File: config.mk
export PLATFORM = sky130hd
export DESIGN_NAME = mem_stage
export DESIGN_NICKNAME = d
export VERILOG_FILES = /design/src/rtl/mem_stage.sv
export SDC_FILE = /design/constraint.sdc
export NUM_CORES = 1
export LEC_CHECK = 0
export ABC_AREA = 1
export CAP_MARGIN = 25
export CORE_MARGIN = 5
export CORE_UTILIZATION = 35
export CTS_CLUSTER_SIZE = 16
export DETAILED_ROUTE_END_ITERATION = 7
export PLACE_DENSITY_LB_ADDON = 0.1
export SLEW_MARGIN = 0
export SYNTH_ARGS = -nofsm -noshare
export SYNTH_HDL_FRONTEND = slang
export SYNTH_SLANG_ARGS = --single-unit
File: constraint.sdc
create_clock -name clk -period 4.17 [get_ports clk]
set_clock_uncertainty 0.2 [all_clocks]
set_input_delay 0.834 -clock clk [delete_from_list [all_inputs] [get_ports clk]]
set_output_delay 0.834 -clock clk [all_outputs]
set_load 0.02 [all_outputs]
File: src/rtl/mem_stage.sv
// mem_stage: RV64 memory-access stage with a single-outstanding req/ack data port.
// Aligns stores, extracts/extends loads, flags misalignment, registers the write-back result.
module mem_stage (
  input  logic        clk,
  input  logic        rst,
  input  logic        in_valid,
  output logic        in_ready,
  input  logic        in_reg_wen,
  input  logic [4:0]  in_reg_waddr,
  input  logic [63:0] in_alu_res,
  input  logic [63:0] in_store_data,
  input  logic        in_ld,
  input  logic        in_st,
  input  logic [1:0]  in_size,
  input  logic        in_unsigned,
  input  logic        in_ebreak,
  input  logic [63:0] in_pc,
  output logic        dmem_req,
  output logic        dmem_we,
  output logic [63:0] dmem_addr,
  output logic [63:0] dmem_wdata,
  output logic [7:0]  dmem_wmask,
  input  logic        dmem_ack,
  input  logic [63:0] dmem_rdata,
  output logic        wb_valid,
  output logic        wb_reg_wen,
  output logic [4:0]  wb_reg_waddr,
  output logic [63:0] wb_reg_wdata,
  output logic        wb_misalign,
  output logic        wb_ebreak,
  output logic [63:0] wb_pc
);
  typedef enum logic {IDLE, BUSY} state_t;
  state_t      state_q;
  logic        wen_q, ld_q, st_q, uns_q, ebreak_q;
  logic [4:0]  waddr_q;
  logic [63:0] alu_q, sdata_q, pc_q;
  logic [1:0]  size_q;
  logic        wb_valid_q, wb_wen_q, wb_mis_q, wb_ebreak_q;
  logic [4:0]  wb_waddr_q;
  logic [63:0] wb_wdata_q, wb_pc_q;
  logic        mis, busy;
  logic [2:0]  off_q;
  logic [63:0] sh, ld_val;
  logic [7:0]  base;
  assign busy  = state_q == BUSY;
  assign off_q = alu_q[2:0];
  assign mis   = (in_size == 2'd1 && in_alu_res[0]) || (in_size == 2'd2 && |in_alu_res[1:0]) ||
                 (in_size == 2'd3 && |in_alu_res[2:0]);
  always_comb begin
    sh     = dmem_rdata >> {off_q, 3'b000};
    base   = size_q == 2'd0 ? 8'h01 : size_q == 2'd1 ? 8'h03 : size_q == 2'd2 ? 8'h0F : 8'hFF;
    ld_val = size_q == 2'd0 ? {{56{~uns_q & sh[7]}}, sh[7:0]} :
             size_q == 2'd1 ? {{48{~uns_q & sh[15]}}, sh[15:0]} :
             size_q == 2'd2 ? {{32{~uns_q & sh[31]}}, sh[31:0]} : sh;
  end
  assign in_ready   = ~busy;
  assign dmem_req   = busy;
  assign dmem_we    = busy & st_q;
  assign dmem_addr  = busy ? {alu_q[63:3], 3'b000} : 64'd0;
  assign dmem_wdata = busy && st_q ? sdata_q << {off_q, 3'b000} : 64'd0;
  assign dmem_wmask = busy && st_q ? base << off_q : 8'd0;
  always_ff @(posedge clk) begin
    if (rst) begin
      state_q     <= IDLE;
      {wen_q, ld_q, st_q, uns_q, ebreak_q} <= '0;
      waddr_q     <= '0;
      alu_q       <= '0;
      sdata_q     <= '0;
      pc_q        <= '0;
      size_q      <= '0;
      {wb_valid_q, wb_wen_q, wb_mis_q, wb_ebreak_q} <= '0;
      wb_waddr_q  <= '0;
      wb_wdata_q  <= '0;
      wb_pc_q     <= 64'h0000_0000_8000_0000;
    end else begin
      wb_valid_q <= 1'b0;
      if (!busy && in_valid) begin
        {wen_q, ld_q, st_q, uns_q, ebreak_q} <= {in_reg_wen, in_ld, in_st, in_unsigned, in_ebreak};
        waddr_q <= in_reg_waddr;
        alu_q   <= in_alu_res;
        sdata_q <= in_store_data;
        pc_q    <= in_pc;
        size_q  <= in_size;
        if (!(in_ld || in_st) || mis) begin
          wb_valid_q  <= 1'b1;
          wb_wen_q    <= in_reg_wen & ~mis;
          wb_waddr_q  <= in_reg_waddr;
          wb_wdata_q  <= in_alu_res;
          wb_mis_q    <= mis;
          wb_ebreak_q <= in_ebreak;
          wb_pc_q     <= in_pc;
        end else
          state_q <= BUSY;
      end else if (busy && dmem_ack) begin
        state_q     <= IDLE;
        wb_valid_q  <= 1'b1;
        wb_wen_q    <= wen_q;
        wb_waddr_q  <= waddr_q;
        wb_wdata_q  <= ld_q ? ld_val : alu_q;
        wb_mis_q    <= 1'b0;
        wb_ebreak_q <= ebreak_q;
        wb_pc_q     <= pc_q;
      end
    end
  end
  assign wb_valid     = wb_valid_q;
  assign wb_reg_wen   = wb_wen_q;
  assign wb_reg_waddr = wb_waddr_q;
  assign wb_reg_wdata = wb_wdata_q;
  assign wb_misalign  = wb_mis_q;
  assign wb_ebreak    = wb_ebreak_q;
  assign wb_pc        = wb_pc_q;
endmodule

Yosys cells after proc, flatten, opt, wreduce, memory -nomap -nowiden

Cells that the tools add are included.

Flip-flop bits (word level): 342
Bits of input ports: 272
Output and inout port bits: 276
Logic and storage cells: 87

Equality and inequality tests: 7
Shifts and indexed selects: 3
Muxes and demuxes: 33
Bitwise logic cells: 8
Reduce and logical (&&, ||, !) cells: 18

Operator list:

| operator           | count |
|---|---|
| $mux 64            | 12 |
| $shl 64x6->64      | 1 |
| $shr 64x6->64      | 1 |
| $mux 8             | 4 |
| $mux 5             | 3 |
| $mux 1             | 14 |
| $shl 8x3->8        | 1 |
| $eq 2x2->1 const B | 3 |
| $logic_and 1x1->1  | 6 |
| $and 1x1->1        | 5 |
| $eq 2x1->1 const B | 2 |
| $logic_or 1x1->1   | 4 |
| $reduce_and 2->1   | 2 |
| $not 1->1          | 3 |
| $reduce_or 3->1    | 1 |
| $logic_not 1->1    | 2 |
| $logic_not 2->1    | 1 |
| $ne 2x1->1 const B | 1 |
| $ne 2x2->1 const B | 1 |
| $reduce_bool 2->1  | 1 |
| $reduce_or 2->1    | 1 |

Logic depth before layout (Yosys ltp)

Depth after elaboration: 8
Mapped depth: 14
Mapped depth without buffers: 11

Least setup slack after synthesis

OpenSTA, ideal clock, no wires.

Path kind: register to output
From: register alu_q[0]
To: output dmem_wdata[0]
Arrival: 1743 ps
Slack: 1393 ps
Cell stages (with the launch flop): 9
Path through: dfxtp_1 buf_6 buf_6 nor2_4 buf_2 inv_1 nor2_1 inv_1 nor2_1

Cells in the longest elaborated chain, start to end: 2

RTL lines:

| element                  | RTL line | text |
|---|---|---|
| start: declaration       | 37       | `logic [63:0] alu_q, sdata_q, pc_q;` |
| start signal: assignment | 81       | `alu_q <= in_alu_res;` |
| $shl 64x6->64            | 61       | `assign dmem_wdata = busy && st_q ? sdata_q << {off_q, 3'b000} : 64'd0;` |
| $mux 64                  | 61       |  |
| end: declaration         | 21       | `output logic [63:0] dmem_wdata,` |

Every way passes these cells.

Worst setup path after layout

From: register state_q (netlist: dmem_req)
To: output dmem_wdata[63]

Cells in the longest elaborated chain, start to end: 2

RTL lines:

| element                  | RTL line | text |
|---|---|---|
| start: declaration       | 34       | `state_t state_q;` |
| start signal: assignment | 65       | `state_q <= IDLE;` |
| start signal: assignment | 94       | `state_q <= BUSY;` |
| start signal: assignment | 96       | `state_q <= IDLE;` |
| $logic_and 1x1->1        | 61       |  |
| $mux 64                  | 61       |  |

Every way passes these cells.

==> summary.md <==
| Metric | Value |
|---|---|
| CP required | `3.14 ns` |
| Chip Width | `231 um` |
| Detailed Place HPWL | `54,800 um` |
| Initial antenna violation count | `11` |
| Avg Synthesized Cell Area | `6.73 um2` |
| Routed WL per cell | `21.0 um` |
| Placed cell area | `22,600 um2` |
| Max_cap viols | `0` |
| Power per cell area | `395 nW/um2` |
| Hold slack | `0.271 ns` |
| Share of cells above drive strength 1 | `4.38%` |
| Largest net degree at the start of global routing | `144` |
| Number of synthesized register bits | `342` |
| Core box area | `48,600 um2` |
| Buffers on Ports | `544` |
| Tightest Pin Transition | `0.847 ns` |
| Via/cell ratio | `5.18` |
| Ports | `548` |
| Slew HR | `43.5%` |
| Peak VDD IR | `0.407 mV` |
| Global-route wire length before repair | `112,000 um` |
| CTS sink count | `342` |
| Number of synthesized flops with an enable pin | `0` |
| Total Power | `9470 uW` |
| Post-route setup TNS | `0 ns` |
| Number of remaining DRC errors | `0` |
| Yosys cell types | `38` |
| Setup crit start kind | `flip-flop` |
| Outcome | `completed` |
| P_leak | `0.0103 uW` |
| Most common flop cell mapped by yosys | `dfxtp_1` |
| Vias post-DR | `18,700` |
| Design area | `24,000 um2` |
| Area added between synthesis and finish | `40.0%` |
| Post-route ant nets | `0` |
| CTS clock-pin slew for the worst setup and hold paths | `0.06 ns` |
| Final #Nets | `3,231` |
| Critical Path Sink Type | `output port` |
| Total CTS buffers | `41` |
| Crit share post-route | `94.3%` |
| RSZ-0062 raised after global routing | `false` |
| # hold bufs at CTS | `0` |
| Placer Congestion | `0.899` |
| CP max FO | `24` |
| Root Buffer | `clkbuf_16` |
| FFs w/ async S/R, synth | `0%` |
| Setup CP Type | `flip-flop to output port` |
| Endpoints failing setup | `0` |
| Worst min path class | `flip-flop to flip-flop` |
| Seq/Total Area, Yosys | `40.0%` |
| Vias in the first global route | `18,100` |
| GRT overflow | `0` |
| Worst-skew pair later-pin latency | `0.56 ns` |
| Initial Util | `35.2%` |
| Routed Wire Length | `75,900 um` |
| First-pass iteration count of the detailed router | `5` |
| Initial DRC count | `1,573` |
| Clk buf depth | `3` |
| Util after Layout | `49.3%` |
| CTS tree | `yes` |
| GRT Total Usage | `26.8%` |
| Row count | `81` |
| Synthesized instance count | `2,544` |
| Yosys warning total | `0` |
| F_max | `0.254 GHz` |
| DIE AREA | `53,500 um2` |
| Minimum clock period | `3.93 ns` |
| Worst EP arrival | `2.90 ns` |
| Die Y | `231 um` |
| Endpoints failing hold | `0` |
| Synth Cell Area | `17,100 um2` |
| Max Slew Vio Count | `0` |
| H-tree depth | `2` |
worst max-delay path, stage by stage, from the launching register on:
cell and delay (ns):
dfxtp_4 0.50, nand2_1 0.17, nor2_1 0.21, inv_1 0.38, o21ai_0 0.39, clkdlybuf4s50_1 0.69
registers in the layout, summed over array words and instances (netlist names), 2 cells and up:
name	count
alu_q	64
wb_reg_waddr	5
sdata_q	64
wb_reg_wdata	64
pc_q	64
wb_pc	64
size_q	2
waddr_q	5
synthesized netlist by cell type (2+ instances only):
master	number	share of area, %
a21oi_1	274	8.0
a21oi_2	3	0.15
a22oi_1	9	0.39
buf_1	10	0.22
buf_2	53	1.5
buf_4	19	0.83
buf_6	20	1.3
clkbuf_1	101	2.2
clkinv_1	2	0.044
dfxtp_1	342	40
inv_1	121	2.7
inv_2	4	0.088
inv_4	2	0.073
mux2i_1	90	5.3
nand2_1	751	16
nand2_2	4	0.15
nand3_1	133	3.9
nand3_2	3	0.18
nand3_4	2	0.20
nor2_1	255	5.6
nor2_4	5	0.33
nor3_1	2	0.058
o2111ai_1	2	0.10
o211ai_1	10	0.44
o21a_1	3	0.13
o21ai_0	276	8.1
o21ai_1	24	0.70
o21ai_2	2	0.10
o22ai_1	9	0.33
or2_1	2	0.073
or2_2	4	0.15
cells in the final DEF (no fill, tap or decap), types with 3 or more instances in the layout:
cell and count:
nand2_1 751, clkdlybuf4s50_1 543, dfxtp_1 339, o21ai_0 276, a21oi_1 274, nor2_1 254, nand3_1 133, inv_1 121
mux2i_1 90, clkbuf_16 42, o21ai_1 24, buf_4 24, o211ai_1 10, a22oi_1 9, o22ai_1 9, clkinv_2 8
clkbuf_1 8, clkbuf_8 8, diode_2 5, nor2_4 5, buf_12 5, inv_4 4, or2_2 4, nand2_2 3
inv_6 3, o21a_1 3, nand3_2 3, a21oi_2 3, inv_2 3, conb_1 3
metrics by stage:
stage	setup WS, ns	cells
5_1_grt	0.120	3613
4_1_cts	0.112	3610
2_1_floorplan	1.39	2546
3_5_place_dp	0.501	3538
6_report	0.240	3615
3_3_place_gp	0.499	3538
timing repair:
action,in CTS,in global routing
gates resized for setup,0,1
endpoints found under the setup margin,0,3
buffers inserted,0,0
metal layers:
metal,global-route usage [%],wire length (um)
met5,0,87
met4,6.30,1460
met3,8.64,7450
met2,42.9,34700
met1,35.3,32100
cell families (layout without fill, tap and decap cells):
kind of cell           Yosys count  in the layout  share of synthesized area (%)
AOI/OAI and AO/OA              615            615                           18.6
buffers and inverters          333            775                           9.02
DFF                            342            342                           40.0
muxes                           90             90                           5.26
other                            1              8                         0.0219
and+or+nand+nor               1163           1163                           27.2
where the power goes:
part | switching, uW | internal (uW)
combinational | 1320 | 865
sequential | 155 | 3550
clock | 1470 | 2120
final cells by class:
type,instances,area [um2]
clock inverters,14,148
well taps,622,778
inverters,130,504
clock buffers,58,1190
fillers,4947,24700
repair buffers,573,5730
multi-input cells,1871,8760
flip-flops and latches,342,6860
diodes,5,12.5
path summary, 6_finish.rpt:
| check | to | slack [ns] | depth (start not counted) | start |
|---|---|---|---|---|
| worst max-delay path | dmem_wdata[63] | 0.24 | 5 | dmem_req |
| worst min-delay path | wb_misalign | 0.27 | 2 | wb_misalign |
| worst max register to register | wb_reg_wdata[16] | 0.98 | 11 | alu_q[1] |
| worst min register to register | wb_misalign | 0.27 | 2 | wb_misalign |
Power figures use the tool's default switching activity.
